--- src/rtl/leb128_encoder_if.sv ---
// Value-in / byte-out stream bundle for the LEB128 encoder.
// slave is the encoder's view; master is the producer/sink side that drives it.
interface leb128_encoder_if;
  logic [63:0] in_data;
  logic        in_signed;
  logic        in_is32;
  logic        in_valid;
  logic        in_ready;
  logic [7:0]  out_byte;
  logic        out_valid;
  logic        out_ready;
  logic        out_last;
  logic [3:0]  out_index;

  modport slave (
    input  in_data, in_signed, in_is32, in_valid, out_ready,
    output in_ready, out_byte, out_valid, out_last, out_index
  );

  modport master (
    output in_data, in_signed, in_is32, in_valid, out_ready,
    input  in_ready, out_byte, out_valid, out_last, out_index
  );
endinterface

--- src/rtl/leb128_encoder.sv ---
// Streaming SLEB128/ULEB128 encoder: one 32/64-bit value in, 1..10 bytes out.
// A 64-bit shift register supplies 7 bits per byte until the remainder is pure sign/zero fill.
module leb128_encoder (
  input  logic             clk,
  input  logic             reset,
  leb128_encoder_if.slave  bus
);

  typedef enum logic {IDLE, EMIT} state_t;

  state_t      state_q, state_d;
  logic [63:0] v_q, v_d;
  logic        signed_q, signed_d;
  logic [3:0]  index_q, index_d;
  logic [56:0] upper;
  logic        done;
  logic        emit;

  // The sequence ends once the bits above the current 7-bit group carry no information.
  always_comb begin
    upper = v_q[63:7];
    if (signed_q) begin
      done = ((upper == '0) && !v_q[6]) || ((&upper) && v_q[6]);
    end else begin
      done = (upper == '0);
    end
  end

  always_comb begin
    state_d  = state_q;
    v_d      = v_q;
    signed_d = signed_q;
    index_d  = index_q;
    case (state_q)
      IDLE: begin
        if (bus.in_valid) begin
          v_d      = bus.in_is32
                     ? {{32{bus.in_signed & bus.in_data[31]}}, bus.in_data[31:0]}
                     : bus.in_data;
          signed_d = bus.in_signed;
          index_d  = 4'd0;
          state_d  = EMIT;
        end
      end
      EMIT: begin
        if (bus.out_ready) begin
          if (done) begin
            state_d = IDLE;
          end else begin
            v_d     = {(signed_q ? {7{v_q[63]}} : 7'd0), v_q[63:7]};
            index_d = index_q + 4'd1;
          end
        end
      end
      default: state_d = IDLE;
    endcase
  end

  always_ff @(posedge clk) begin
    if (reset) begin
      state_q  <= IDLE;
      v_q      <= '0;
      signed_q <= 1'b0;
      index_q  <= 4'd0;
    end else begin
      state_q  <= state_d;
      v_q      <= v_d;
      signed_q <= signed_d;
      index_q  <= index_d;
    end
  end

  // Byte outputs are forced to zero outside EMIT so stale shift-register bits never leak.
  assign emit          = (state_q == EMIT);
  assign bus.in_ready  = (state_q == IDLE);
  assign bus.out_valid = emit;
  assign bus.out_last  = emit & done;
  assign bus.out_byte  = emit ? {~done, v_q[6:0]} : 8'h00;
  assign bus.out_index = emit ? index_q : 4'd0;

endmodule

--- src/flat_wrapper.sv ---
// flat-port wrapper written by rule: the top's interface ports become plain ports
module leb128_encoder_flat 
  (clk, reset, bus_in_data, bus_in_signed, bus_in_is32, bus_in_valid, bus_out_ready, bus_in_ready, bus_out_byte, bus_out_valid, bus_out_last, bus_out_index);
  leb128_encoder_if bus_i ();
  input  logic clk;
  input  logic reset;
  input wire logic [$bits(bus_i.in_data)-1:0] bus_in_data;
  input wire logic [$bits(bus_i.in_signed)-1:0] bus_in_signed;
  input wire logic [$bits(bus_i.in_is32)-1:0] bus_in_is32;
  input wire logic [$bits(bus_i.in_valid)-1:0] bus_in_valid;
  input wire logic [$bits(bus_i.out_ready)-1:0] bus_out_ready;
  output wire logic [$bits(bus_i.in_ready)-1:0] bus_in_ready;
  output wire logic [$bits(bus_i.out_byte)-1:0] bus_out_byte;
  output wire logic [$bits(bus_i.out_valid)-1:0] bus_out_valid;
  output wire logic [$bits(bus_i.out_last)-1:0] bus_out_last;
  output wire logic [$bits(bus_i.out_index)-1:0] bus_out_index;
  assign bus_i.in_data = bus_in_data;
  assign bus_i.in_signed = bus_in_signed;
  assign bus_i.in_is32 = bus_in_is32;
  assign bus_i.in_valid = bus_in_valid;
  assign bus_i.out_ready = bus_out_ready;
  assign bus_in_ready = bus_i.in_ready;
  assign bus_out_byte = bus_i.out_byte;
  assign bus_out_valid = bus_i.out_valid;
  assign bus_out_last = bus_i.out_last;
  assign bus_out_index = bus_i.out_index;
  leb128_encoder u_core (.clk(clk), .reset(reset), .bus(bus_i));
endmodule
--- config.mk ---
export PLATFORM = sky130hd
export DESIGN_NAME = leb128_encoder_flat
export DESIGN_NICKNAME = d
export VERILOG_FILES = /design/src/rtl/leb128_encoder_if.sv /design/src/rtl/leb128_encoder.sv /design/src/flat_wrapper.sv
export SDC_FILE = /design/constraint.sdc
export NUM_CORES = 1
export LEC_CHECK = 0
export CAP_MARGIN = 20
export CORE_AREA = 4 4 102 104
export DETAILED_ROUTE_END_ITERATION = 12
export DIE_AREA = 0 0 106 108
export DONT_BUFFER_PORTS = 1
export PLACE_DENSITY = 0.62
export SLEW_MARGIN = 20
export SYNTH_ARGS = -nofsm -noshare
export SYNTH_HDL_FRONTEND = slang
export SYNTH_SLANG_ARGS = --single-unit
--- constraint.sdc ---
create_clock -name clk -period 2.3 [get_ports clk]
set_input_delay 0.46 -clock clk [delete_from_list [all_inputs] [get_ports clk]]
set_output_delay 0.46 -clock clk [all_outputs]
set_load 0.05 [all_outputs]
# Word level (Yosys, flattened, before mapping)

Index checks and enable logic that the tools add are counted.

Bits in registers: 70
Output and inout port bits: 15

Add/subtract/negate cells: 1
Eq/ne operators: 4
Mux-type cells: 17
Bitwise logic cells: 4
Reductions and logical operators: 9

Operator list:

| cell                  | number |
|---|---|
| $mux W64              | 4 |
| $pmux W64 S2          | 1 |
| $logic_not A57 Y1     | 1 |
| $reduce_and A57 Y1    | 1 |
| $mux W4               | 4 |
| $mux W8               | 1 |
| $ne A2 B2 Y1 const B  | 4 |
| $pmux W4 S2           | 1 |
| $mux W7               | 1 |
| $add A4 B1 Y4 const B | 1 |
| $mux W1               | 4 |
| $reduce_and A4 Y1     | 1 |
| $reduce_and A3 Y1     | 1 |
| $and A1 B1 Y1         | 2 |
| $logic_and A1 B1 Y1   | 2 |
| $not A1 Y1            | 2 |
| $pmux W1 S2           | 1 |
| $reduce_and A2 Y1     | 1 |
| $logic_not A1 Y1      | 1 |
| $logic_or A1 B1 Y1    | 1 |

# Depth between registers and ports, before layout

Gate-level depths: netlist of the first run.

Depth after elaboration: 7
Depth in mapped cells: 8

# Worst setup path after synthesis of the first run

No wires, ideal clock.

Path type: register -> output
From: reg u_core.state_q (netlist: u_core.bus.out_valid)
To: out bus_out_byte[7]
Arrival: 2.315 ns
Data required time: 1.840 ns
Path slack: -0.475 ns
Cell stages (with the launch flop): 3
Buffers on the path: 0
Path through: dfxtp_1 -> inv_1 -> nor3_1

Cells in the longest elaborated chain, start to end: 1

Ends and longest elaborated chain:

| what                   | line                 | RTL |
|---|---|---|
| start, declared        | leb128_encoder.sv:11 | `state_t state_q, state_d;` |
| start signal, assigned | leb128_encoder.sv:66 | `state_q <= state_d;` |
| $mux W8                | leb128_encoder.sv:78 | `assign bus.out_byte = emit ? {~done, v_q[6:0]} : 8'h00;` |
| end, declared          | flat_wrapper.sv:13   | `output wire logic [$bits(bus_i.out_byte)-1:0] bus_out_byte;` |

No other way between the ends.

# Worst setup path after layout of the first run

From: reg u_core.v_q[14]
To: out bus_out_byte[7]

Cells in the longest elaborated chain, start to end: 6
Elaborated cells between the ends (all ways): 8

Ends and longest elaborated chain:

| what                                                           | line                                       | RTL |
|---|---|---|
| start, declared                                                | leb128_encoder.sv:12                       | `logic [63:0] v_q, v_d;` |
| start signal, assigned                                         | leb128_encoder.sv:67                       | `v_q <= v_d;` |
| $logic_not A57 Y1 / $reduce_and A57 Y1 (equally long branches) | leb128_encoder.sv:23, leb128_encoder.sv:25 |  |
| $logic_and A1 B1 Y1                                            | leb128_encoder.sv:23                       | `done = ((upper == '0) && !v_q[6]) \|\| ((&upper) && v_q[6]);` |
| $logic_or A1 B1 Y1                                             | leb128_encoder.sv:23                       |  |
| $mux W1 (*)                                                    | leb128_encoder.sv:22                       | `if (signed_q) begin` |
| $not A1 Y1 (*)                                                 | leb128_encoder.sv:78                       |  |
| $mux W8 (*)                                                    | leb128_encoder.sv:78                       |  |

Mark *: on every way between the ends. The rest lies on a longest branch, timed or not.

==> results of run 1 <==
-- through the flow --
stage	setup WS, ns	utilization, %	hold slack, ns
6_report	-0.1512	51.89	0.2080
5_1_grt	-0.2957	51.89	0.1746
4_1_cts	-0.1467	50.93	0.1761
3_5_place_dp	-0.1171	47.38	0.4644
3_3_place_gp	-0.1285	47.38	0.4480
2_1_floorplan	-0.09363	-	0.4388
-- cells in the final DEF (no fill, tap or decap), drive strengths merged, types with 2 or more instances in the layout --
cell / synthesis / layout
and3: 2 / 2
nor2b: 26 / 26
clkinv: 0 / 3
dfxtp: 70 / 70
bufinv: 0 / 2
or2: 25 / 25
clkbuf: 40 / 10
a21oi: 3 / 3
nand4: 55 / 55
nor4: 19 / 19
mux2i: 2 / 2
nor3: 5 / 5
nor2: 41 / 41
a311o: 32 / 32
o221ai: 7 / 7
a22oi: 57 / 57
inv: 34 / 34
o21ai: 32 / 32
and2: 11 / 11
nand3: 30 / 30
a31oi: 6 / 6
nand2: 11 / 11
buf: 14 / 48
-- report_power, final --
part	switching, mW	internal [mW]	total [mW]
logic	0.253	0.241	0.495
registers	0.107	1.29	1.39
clock network	0.479	0.609	1.09
total	0.839	2.14	2.98
-- flip-flops by register name, indices dropped and copies added, names as in the netlist --
name,flops
u_core.signed_q,1
u_core.index_q,4
u_core.v_q,64
u_core.bus.out_valid,1
-- path summary, 6_finish.rpt --
path,start,endpoint,slack (ns),cells after the start
setup / recovery,u_core.v_q[14]$_SDFFE_PP0P_,bus_out_byte[7],-0.15,7
hold / removal,reset,u_core.index_q[1]$_SDFFE_PP0P_,0.21,1
setup reg to reg,u_core.v_q[14]$_SDFFE_PP0P_,u_core.v_q[20]$_SDFFE_PP0P_,-0.11,9
hold reg to reg,u_core.index_q[3]$_SDFFE_PP0P_,u_core.index_q[3]$_SDFFE_PP0P_,0.48,2
-- cell usage after synthesis --
cell type / n
dfxtp_1: 70
a22oi_1: 57
nand4_1: 55
nor2_1: 41
clkbuf_1: 40
inv_1: 34
a311o_1: 32
o21ai_0: 32
nand3_1: 30
nor2b_1: 26
or2_2: 25
nor4_1: 16
and2_1: 11
nand2_1: 11
o221ai_1: 7
a31oi_1: 6
buf_1: 5
buf_2: 5
nor3_1: 5
nor4_2: 3
and3_1: 2
buf_4: 2
buf_6: 2
mux2i_1: 2
a211oi_1: 1
a21o_1: 1
a21oi_1: 1
a21oi_2: 1
a21oi_4: 1
a32o_1: 1
a32oi_1: 1
a41o_1: 1
a41oi_1: 1
and4_1: 1
ha_1: 1
o2bb2ai_1: 1
o31a_1: 1
or3_1: 1
or4_1: 1
-- critical path, delay by kind of cell, from the launching register on --
kind	cells	cell delay, ns
buffers and inverters	3	0.49
AND/OR/NAND/NOR	4	0.80
flip-flops	1	0.35
-- layout make-up --
class | instances | area, µm² | share of cell area, %
Inverter | 34 | 127.6 | 2.576
Clock buffer | 10 | 127.6 | 2.576
Sequential cell | 70 | 1423 | 28.71
Clock inverter | 6 | 86.33 | 1.742
Tap cell | 133 | 166.4 | 3.359
Timing Repair Buffer | 48 | 417.9 | 8.434
Multi-Input combinational cell | 376 | 2606 | 52.60
-- cell families (layout without fill, tap and decap cells) --
| group | count (synthesis) | count (layout) | synth area share (%) |
|---|---|---|---|
| AND/OR/NAND/NOR | 228 | 228 | 30.54 |
| AO/OA/AOI/OAI | 145 | 145 | 26.52 |
| adder cells (fa/ha/maj) | 1 | 1 | 0.2996 |
| multiplexers | 2 | 2 | 0.4795 |
| flip-flops | 70 | 70 | 33.56 |
| buffers and inverters | 88 | 98 | 8.600 |
-- what timing repair did --
action                                 CTS  global route
setup endpoints to repair               59            63
gates cloned                             0             0
hold buffers                             0             0
endpoints found under the hold margin    0             0
pin swaps                               12             9
resized for setup                       24            15
setup buffers                            3             2
-- routing by layer --
layer  wire [µm]  up-vias
met5           0        -
met4         336        0
li1            -     2038
met3         791       23
met1        5961     2057
met2        6396      163
==> metrics, run 1 <==
Yosys warnings=0; CTS tree=done; Antenna diodes=0; Die H=108 µm; crit-path max FO=4; Cell Rows=36; Final GP Congestion=0.8997; P_leak=between 1.5 and 2 nW; GR Util All Layers=23.21%; met1 Usage GRT=30.94%; vias after detailed routing=roughly 4300; I/O pin count=85; DR WL/cell=19.92 µm; Hold WC Path Type=in -> reg; RSZ-0062 raised after global routing=true; delay of the slowest critical-path stage=0.35 ns; die area=0.01145 mm²; root cell of the clock tree=clkbuf_8; IO buf count=0; relative slew slack=between 70% and 80%; final net count=610; Clock Tree Buf Depth=2; FILL cells=around 940; Achievable Freq=408.0 MHz; failing checks=negative setup slack; # Max-Cap Violations=0; Setup TNS Final=-4.413 ns; grt ovf=0; minimum clock period after layout=2.451 ns; initial antenna violation count=0; DR pass1 iterations=6; setup violators final=59; Post-Syn Nets=a little over 600; Final Power=2.976 mW; Worst Setup Start Kind=flip-flop; final WL=about 13000 µm; Final Cell Area=0.004955 mm²; first-pass GRT wire length=21510 µm; M3 GR Usage=4.358%; CP Data Arrival Time=1.99 ns; largest net degree at the start of global routing=98; Yosys top cell area share=between 30% and 40%; drt via density=~6.3; Final Hold Viols=0; Power per Cell Area=approximately 600 mW/mm²; remaining antenna violation count after routing=0; H-tree levels=3; CP cell instances=nor4_4 > nand3_1 > buf_4 > nor4_4 > buf_4 > nor3_2 > buf_6; Cells after DPL=656; CTS Buf Count=9; vias in the first global route=slightly above 4000; leading cell types by total area after synthesis=dfxtp_1, a22oi_1, nand4_1; Remaining DRCs=0; Worst Path Required=1.84 ns; core area=0.009549 mm²; Post-DP HPWL=roughly 9100 µm; Netlist cell types=39; Clock Latency Late Sink=roughly 0.34 ns; Initial Util=43.72%; Worst Setup End Kind=output port; Post-Syn Area=0.004175 mm²; placed cell areas=around 0.0045 mm²; Final Slew Violations=0; clock-pin slew on the worst setup and hold paths=0.08 ns; Seq cells post-synth=70; GR peak layer=met2; Final Cycle Share=106.6%; post-synthesis sequential area ratio=33.56%; Final WS setup=-0.1512 ns; layout cells sized above 1=between 20% and 30%; Setup Skew=0.005666 ns; Layout area overhead=18.67%; CP max-delay cell=dfxtp_2; syn avg cell area=7.819 µm²; Mapped Cells=534; VDD IR max=0.2735 mV; CTS sink count=70; measured slew at the worst slew-check pin=0.3830 ns; grt met2 use=a little under two fifths; Die W=106 µm; Worst Setup Path Type=reg -> out; outcome=finished with violations; Yosys top cell by area=dfxtp_1; initial DRC count=approximately 500; Finished Layout Cells=677
Note: power is estimated with default switching activity, not from simulation.
==> run 2, diff against run 1 <==
--- a/config.mk
+++ b/config.mk
@@ -10,6 +10,7 @@
 export DETAILED_ROUTE_END_ITERATION = 12
 export DIE_AREA = 0 0 106 108
 export DONT_BUFFER_PORTS = 1
+export GPL_ROUTABILITY_DRIVEN = 0
 export PLACE_DENSITY = 0.62
 export SLEW_MARGIN = 20
 export SYNTH_ARGS = -nofsm -noshare
==> results of run 2 <==
Same layout as run 1: the final DEF is identical, and so are final timing and power.
